==> src/rtl/serial_rx_shift_ctrl.sv <==
// Serial receive sequencer: finds the start bit, gates an external SIPO shifter for WIDTH bits,
// checks the stop bit and offers the word over valid/ready. Optional parity check: SERIAL_RX_PARITY_EN.
//
// state  | meaning
// -------+---------------------------------------------------------------
// IDLE   | line idle-high, waiting for a start bit (serial_in = 0)
// SHIFT  | shifter enabled, one data bit per cycle, WIDTH cycles
// PARITY | (SERIAL_RX_PARITY_EN only) even-parity bit on the line
// STOP   | stop bit on the line; good stop captures par_in
// BREAK  | stop bit was low; hold off until the line returns high
module serial_rx_shift_ctrl #(
    parameter int WIDTH = 8,
    parameter int CNT_W = 4
) (
    input  logic             clk,
    input  logic             rst_n,
    input  logic             serial_in,
    output logic             shift_en,
    input  logic [WIDTH-1:0] par_in,
    output logic [WIDTH-1:0] data_out,
    output logic             data_valid,
    input  logic             data_ready,
    output logic             frame_err,
    output logic             overrun,
    output logic             busy
);

    typedef enum logic [2:0] {
        IDLE   = 3'd0,
        SHIFT  = 3'd1,
        STOP   = 3'd2,
        BREAK  = 3'd3
`ifdef SERIAL_RX_PARITY_EN
        , PARITY = 3'd4
`endif
    } stateT;

    localparam logic [CNT_W-1:0] LAST_BIT = CNT_W'(WIDTH - 1);

    stateT            state;
    stateT            stateNext;
    logic [CNT_W-1:0] bitCnt;
    logic [CNT_W-1:0] bitCntNext;
    logic             frameOk;
    logic             frameBad;

`ifdef SERIAL_RX_PARITY_EN
    logic parityAcc;
    logic parityAccNext;
    logic parityErr;
    logic parityErrNext;
`endif

    always_ff @(posedge clk) begin
        if (!rst_n) begin
            state  <= IDLE;
            bitCnt <= '0;
`ifdef SERIAL_RX_PARITY_EN
            parityAcc <= 1'b0;
            parityErr <= 1'b0;
`endif
        end else begin
            state  <= stateNext;
            bitCnt <= bitCntNext;
`ifdef SERIAL_RX_PARITY_EN
            parityAcc <= parityAccNext;
            parityErr <= parityErrNext;
`endif
        end
    end

    always_comb begin
        stateNext  = state;
        bitCntNext = bitCnt;
        frameOk    = 1'b0;
        frameBad   = 1'b0;
        shift_en   = 1'b0;
        busy       = 1'b1;
`ifdef SERIAL_RX_PARITY_EN
        parityAccNext = parityAcc;
        parityErrNext = parityErr;
`endif
        case (state)
            IDLE: begin
                busy = 1'b0;
                if (!serial_in) begin
                    stateNext  = SHIFT;
                    bitCntNext = '0;
`ifdef SERIAL_RX_PARITY_EN
                    parityAccNext = 1'b0;
`endif
                end
            end
            SHIFT: begin
                shift_en   = 1'b1;
                bitCntNext = bitCnt + CNT_W'(1);
`ifdef SERIAL_RX_PARITY_EN
                parityAccNext = parityAcc ^ serial_in;
`endif
                if (bitCnt == LAST_BIT) begin
`ifdef SERIAL_RX_PARITY_EN
                    stateNext = PARITY;
`else
                    stateNext = STOP;
`endif
                end
            end
`ifdef SERIAL_RX_PARITY_EN
            PARITY: begin
                // Even parity: data bits plus parity bit must XOR to zero.
                parityErrNext = parityAcc ^ serial_in;
                stateNext     = STOP;
            end
`endif
            STOP: begin
                if (serial_in) begin
                    stateNext = IDLE;
`ifdef SERIAL_RX_PARITY_EN
                    frameOk  = !parityErr;
                    frameBad = parityErr;
`else
                    frameOk  = 1'b1;
`endif
                end else begin
                    // Low stop bit: wait in BREAK so a held-low line is not taken as a new start.
                    stateNext = BREAK;
                    frameBad  = 1'b1;
                end
            end
            BREAK: begin
                if (serial_in) begin
                    stateNext = IDLE;
                end
            end
            default: begin
                stateNext = IDLE;
            end
        endcase
    end

    // Output register: a consumer read in the capture cycle frees the slot for the new word.
    always_ff @(posedge clk) begin
        if (!rst_n) begin
            data_out   <= '0;
            data_valid <= 1'b0;
            frame_err  <= 1'b0;
            overrun    <= 1'b0;
        end else begin
            frame_err <= frameBad;
            overrun   <= 1'b0;
            if (data_valid && data_ready) begin
                data_valid <= 1'b0;
            end
            if (frameOk) begin
                if (!data_valid || data_ready) begin
                    data_out   <= par_in;
                    data_valid <= 1'b1;
                end else begin
                    overrun <= 1'b1;
                end
            end
        end
    end

endmodule
==> config.mk <==
export PLATFORM = sky130hd
export DESIGN_NAME = serial_rx_shift_ctrl
export DESIGN_NICKNAME = d
export VERILOG_FILES = /design/src/rtl/serial_rx_shift_ctrl.sv
export SDC_FILE = /design/constraint.sdc
export NUM_CORES = 1
export LEC_CHECK = 0
export CAP_MARGIN = 10
export CORE_MARGIN = 10
export CORE_UTILIZATION = 38
export CTS_CLUSTER_SIZE = 24
export DETAILED_ROUTE_END_ITERATION = 8
export GPL_TIMING_DRIVEN = 0
export PLACE_DENSITY = 0.72
export SLEW_MARGIN = 20
export SYNTH_ARGS = -nofsm -noshare
export SYNTH_HDL_FRONTEND = slang
export SYNTH_SLANG_ARGS = --single-unit
==> constraint.sdc <==
create_clock -name clk -period 1.01 [get_ports clk]
set_input_delay 0.202 -clock clk [delete_from_list [all_inputs] [get_ports clk]]
set_output_delay 0.202 -clock clk [all_outputs]
set_load 0.02 [all_outputs]
==> results of run 1 <==
## power groups by stage
stage | logic [mW] | clock network, mW | registers (mW)
final | 0.162 | 0.383 | 0.687
after global routing | 0.175 | 0.402 | 0.688
after CTS | 0.144 | 0.381 | 0.684
after detailed placement | 0.116 | 0 | 0.700
after global placement | 0.113 | 0 | 0.699
after floorplan | 0.0526 | 0 | 0.697
## final timing paths
kind | endpoint | slack [ns] | cells after the start
worst min register to register | data_out[2] | 0.46 | 2
worst max-delay path | busy | -0.31 | 3
worst max register to register | state[0] | -0.22 | 6
worst min-delay path | data_out[1] | 0.23 | 3
## per-layer routing
layer	vias up	part of all wire (%)	GRT usage (%)
met4	0	2.1	3.911
met1	318	43	10.76
met5	-	0	0
met2	20	51	16.62
met3	6	4.0	1.971
li1	330	-	-
## critical path, stage by stage, from the launching register on
cell and delay [ns]:
dfxtp_2 0.35, buf_8 0.12, or2_4 0.22, buf_6 0.13
## through the flow
step / setup TNS, ns / cells
after floorplan: -0.3204 / 78
after global placement: -7.089 / 126
after detailed placement: -7.337 / 126
after CTS: -2.406 / 136
after global routing: -3.507 / 136
final: -2.835 / 136
## kinds of logic (layout without fill, tap and decap cells)
family / after synthesis / in the layout / synth area share, %
compound gates: 11 / 11 / 8.050
fa+ha+maj: 1 / 1 / 1.789
buf+inv: 6 / 39 / 4.472
flops: 17 / 17 / 48.66
mux: 8 / 8 / 11.45
simple gates: 35 / 35 / 25.58
## timing repair
action	4_1_cts	5_1_grt
resized for setup	71	21
hold buffers	0	0
pin swaps	6	6
endpoints found under the setup margin	24	25
buffers inserted	6	0
## cell type report
type,instances,area share [%]
Sequential cell,17,32.65
Buffer,4,3.185
Tap cell,25,2.844
Multi-Input combinational cell,55,34.58
Clock buffer,3,2.048
Clock inverter,1,0.4551
Inverter,2,0.9101
Timing Repair Buffer,29,23.32
## layout by cell type (no fill, tap or decap), drive strengths merged
cell type	instances
a21oi	5
a31oi	1
and3	1
and3b	1
and4	1
buf	22
clkbuf	4
clkdlybuf4s50	10
clkinv	1
dfxtp	17
ha	1
inv	2
mux2i	8
nand2	18
nand2b	3
nand3	2
nand4b	1
nor2	1
nor2b	3
nor3	1
nor3b	1
o21ai	5
or2	1
or3	1
## state kept, by name (all words and copies together) (netlist names)
signal and count:
data_valid 1, state 2, frame_err 1, overrun 1, bitCnt 4, data_out 8
==> flow_summary.json, run 1 <==
{
  "port_buffers": 23,
  "fp-row-count": 15,
  "multi_input_area_um2": 380.4,
  "area_growth_pct": 57.24,
  "cts_tree": "built",
  "stdcell_area_um2": 1100,
  "synth_area_leader_cell": "dfxtp_1",
  "dp_hpwl_mm": 1.245,
  "grt_pass1_vias": 697,
  "avgViaCountPerCell": 4.956,
  "r2r_start": "state[1]",
  "cts_made_buffers": 3,
  "syn-num-nets": 91,
  "cts_max_path_buffers": 2,
  "worstMarginPinSlew_ns": 0.4276,
  "grt_pass1_wl_mm": 3.167,
  "power_leakage_nw": 0.4580,
  "syn_avg_cell_area_um2": 8.967,
  "hp-class": "input port to flop",
  "htree_levels": 1,
  "die_h_um": 62.90,
  "grt_setup_unrepaired": "yes",
  "netlist_instances": 78,
  "grt_util_all_layers_pct": 9.495,
  "fin_crit_sh_pct": 130.5,
  "max_freq_mhz": 758.7,
  "swShare_pct": 25.74,
  "whs_ns": 0.2325,
  "drtPass1Iterations": 4,
  "synth.area.top_cells": "dfxtp_1, mux2i_1, nand2_1",
  "endpoint_kind": "output pin",
  "path_clk_slew_ns": 0.11,
  "final-seq-area_um2": 359.1,
  "min_from": "rst_n",
  "clock_power_share_pct": 31.1,
  "min_period_ns": 1.318,
  "io-pin-count": 25,
  "ant_nets": 0,
  "cp-start-kind": "flop",
  "placed_area_um2": 979.7,
  "vias": 674,
  "die_w_um": 62.90,
  "skew_ns": 0.003237,
  "gp_congestion": 0.6667,
  "worstPathMaxFanout": 2,
  "p_comb_share_pct": 13.2,
  "status": "finished, violations left",
  "wl_per_cell_um": 14.55,
  "setup_viol": 16,
  "clk_latency_ns": 0.30,
  "place_ws_ns": -0.5226,
  "synth.distinct_cells": 24,
  "final_util_pct": 63.01,
  "netlist_top_cells_count": "nand2_1, dfxtp_1, mux2i_1",
  "maxCapViolations": 0,
  "antenna_found_initial": 0,
  "first_iter_violations": 18,
  "ys_ff_latch": 17,
  "violations": "negative setup slack",
  "crit_start": "state[1]",
  "synthFlopType": "dfxtp_1",
  "routed_wl_mm": 1.979,
  "fillers": 156,
  "drv_slew": 0,
  "diodes": 0,
  "yosysWarnings": 0,
  "layout.nets": 125,
  "synth_area_um2": 699.4,
  "ys_seq_area_share_pct": 48.66,
  "vdd_ir_drop_max_mv": 0.9127,
  "yosysMostFrequentCell": "nand2_1",
  "cts-root-buf": "clkbuf_4",
  "synthArstFlopShare_pct": 0,
  "grt_max_degree": 11,
  "required_ns": 0.81,
  "timing.final.ws_setup_ns": -0.3080,
  "max_slew_margin_pct": 71.49,
  "p_int_uw": 915.0,
  "hold_violations": 0,
  "finalPower_mw": 1.232,
  "pwr-share-seq_pct": 55.7,
  "crit_arrival_ns": 1.12,
  "grt-ovfl-total": 0,
  "net-switching-power_uw": 317.1,
  "power_per_cell_area_nw_per_um2": 1120,
  "synth_top_area_share_pct": 48.66,
  "start_util_pct": 40.07,
  "core-area_um2": 1745,
  "synth_edf_count": 0,
  "drc": 0,
  "drive_above_1_share_pct": 43.24,
  "critical_path_class": "flop to output pin",
  "clock_sinks": 17,
  "die-area_um2": 3956
}
Power figures use the tool's default switching activity.
==> inputs of run 2 (changes only) <==
ABC_AREA = 1   (was default)
CORE_UTILIZATION = 37   (was 38)
PLACE_DENSITY = 0.71   (was 0.72)
==> flow_summary.json, run 2 <==
{
  "status": "finished, violations left",
  "violations": "negative setup slack",
  "yosysMostFrequentCell": "dfxtp_1",
  "place_inst": 133,
  "hold_violations": 0,
  "yosysWarnings": 0,
  "maxCapViolations": 0,
  "drtPass1Iterations": 4,
  "endpoint_kind": "output pin",
  "io-pin-count": 25,
  "min_from": "serial_in",
  "cp_slowest_cell": "dfxtp_2",
  "grt_max_degree": 11,
  "setup_viol": 14,
  "critPathMostFrequentCell": "inv_4",
  "grt_most_used_layer": "met2",
  "htree_levels": 1,
  "min_period_ns": 1.164,
  "critical_path_class": "flop to output pin",
  "max_slew_margin_pct": 77.33,
  "r2r_start": "state[1]",
  "netlist_instances": 84,
  "skew_ns": 0.005969,
  "cts_max_path_buffers": 2,
  "synth_area_leader_cell": "dfxtp_1",
  "fp-row-count": 15,
  "synthArstFlopShare_pct": 0,
  "core-area_um2": 1727,
  "avgViaCountPerCell": 5.021,
  "die-area_um2": 3950,
  "start_util_pct": 39.35,
  "timing.final.ws_setup_ns": -0.1541,
  "wl_per_cell_um": 14.83,
  "final_common_cell": "buf_6",
  "synth_edf_count": 0,
  "vias": 733,
  "die_h_um": 62.85,
  "cp-start-kind": "flop",
  "worstMarginPinSlew_ns": 0.3397,
  "gp_congestion": 0.7423,
  "dp_hpwl_mm": 1.336,
  "worstPathMaxFanout": 3,
  "reg.largest.list": "data_out (8), bitCnt (4), state (2)",
  "antenna_found_initial": 0,
  "layout.cells.non_filler": 146,
  "place_ws_ns": -0.4540,
  "largest_reg_flops": 8,
  "drv_slew": 0,
  "power_per_cell_area_nw_per_um2": 1001,
  "vdd_ir_drop_max_mv": 0.6240,
  "cts_tree": "built",
  "crit_path_max_incr_delay_ns": 0.38,
  "synth_area_um2": 679.4,
  "grt.met2_usage_pct": 16.28,
  "grt_util_all_layers_pct": 9.881,
  "grt_setup_unrepaired": "yes",
  "hp-class": "input port to flop",
  "cts_hold_buf": 0,
  "required_ns": 0.81,
  "diodes": 0,
  "syn_avg_cell_area_um2": 8.088,
  "netlist_top_cells_count": "dfxtp_1, nor2_1, nand2_1",
  "port_buffers": 24,
  "grt_pass1_vias": 711,
  "first_iter_violations": 8,
  "drive_above_1_share_pct": 57.85,
  "synth.area.top_cells": "dfxtp_1, nor3_1, o21ai_0",
  "clock_sinks": 17,
  "routed_wl_mm": 2.165,
  "crit_arrival_ns": 0.96,
  "top_register": "data_out",
  "ant_nets": 0,
  "syn-num-nets": 97,
  "synthFlopType": "dfxtp_1",
  "layout.nets": 135,
  "crit_start": "state[1]",
  "grt_pass1_wl_mm": 3.132,
  "use_met3_pct": 5.914,
  "cts-root-buf": "clkbuf_4",
  "grt-ovfl-total": 0,
  "path_clk_slew_ns": 0.11,
  "die_w_um": 62.85,
  "synth_top_area_share_pct": 50.09,
  "worstPathCellList": "inv_4 -> nand2_4 -> inv_4 -> buf_6",
  "cts_made_buffers": 3,
  "area_growth_pct": 79.19,
  "layout_common_cells": "buf_6, nor2_1, dfxtp_2",
  "clk_latency_ns": 0.30,
  "ys_seq_area_share_pct": 50.09,
  "ys_ff_latch": 17,
  "grtUsageMet1_pct": 9.246,
  "drc": 0,
  "max_freq_mhz": 859.0,
  "fin_crit_sh_pct": 115.3,
  "synth.distinct_cells": 17,
  "power_leakage_nw": 0.5047
}
## run 2: cell types whose count changed after synthesis, moves of 4 or more
cell / delta
mux2i_1: -8
nand2_1: -7
nor2_1: +11
inv_1: +4
o21ai_0: +4
nor3_1: +9
## run 2: final cells by class
type | count | area (um2)
clock buffer | 3 | 22.52
clock inverter | 1 | 5.005
multi-input combinational | 57 | 407.9
fill | 143 | 509.2
buffer | 2 | 16.27
timing repair buffer | 33 | 335.3
sequential | 17 | 361.6
tap | 25 | 31.28
inverter | 8 | 37.54
## run 2: final timing paths
kind / slack [ns] / depth (start not counted) / endpoint
setup / recovery: -0.15 / 4 / shift_en
hold / removal: 0.38 / 4 / state[0]
setup reg to reg: -0.14 / 7 / data_out[5]
hold reg to reg: 0.50 / 2 / bitCnt[3]
## run 2: through the flow
stage	cell area [um2]	hold slack (ns)	util [%]	TNS (ns)	power (mW)
after CTS	1057	0.4815	61.23	-0.3066	1.197
after global placement	954.7	0.4743	55.29	-6.011	0.8030
final	1217	0.3756	70.51	-1.449	1.218
after detailed placement	954.7	0.4784	55.29	-6.249	0.8048
after floorplan	683.2	0.3429	-	0	0.7391
after global routing	1217	0.3962	70.51	-2.475	1.272
## run 2: worst max-delay path: cells and delay by family (launching register included)
family | cells | cell delay [ns]
buffers and inverters | 3 | 0.21
DFF | 1 | 0.38
and+or+nand+nor | 1 | 0.07
## run 2: per-layer routing
| layer | up-vias | wire length [um] |
|---|---|---|
| met5 | - | 0 |
| li1 | 355 | - |
| met1 | 345 | 780 |
| met4 | 0 | 42 |
| met3 | 5 | 199 |
| met2 | 28 | 1142 |
## run 2: what timing repair did
action	in CTS	in global routing
pin swaps	3	11
buffers inserted	6	4
resized for setup	90	40
hold endpoints to repair	0	0
setup endpoints to repair	22	29
## run 2: report_power, final
part	internal (mW)	switching [mW]	leakage (nW)	total (mW)
combinational	0.0798	0.0668	0.343	0.147
clock	0.148	0.237	0.0177	0.385
sequential	0.674	0.0124	0.144	0.687
## run 2: logic make-up (layout without fill, tap and decap cells)
kind of cell	after synthesis	count (layout)	share of synthesized area [%]
simple gates	40	40	29.10
flops	17	17	50.09
fa+ha+maj	1	1	1.841
compound gates	16	16	12.34
buf+inv	10	47	6.629
==> inputs of run 3 (changes only) <==
RECOVER_POWER = 25   (was default)
==> results of run 3 <==
The final DEF is identical to that of run 2; final timing and power are the same.
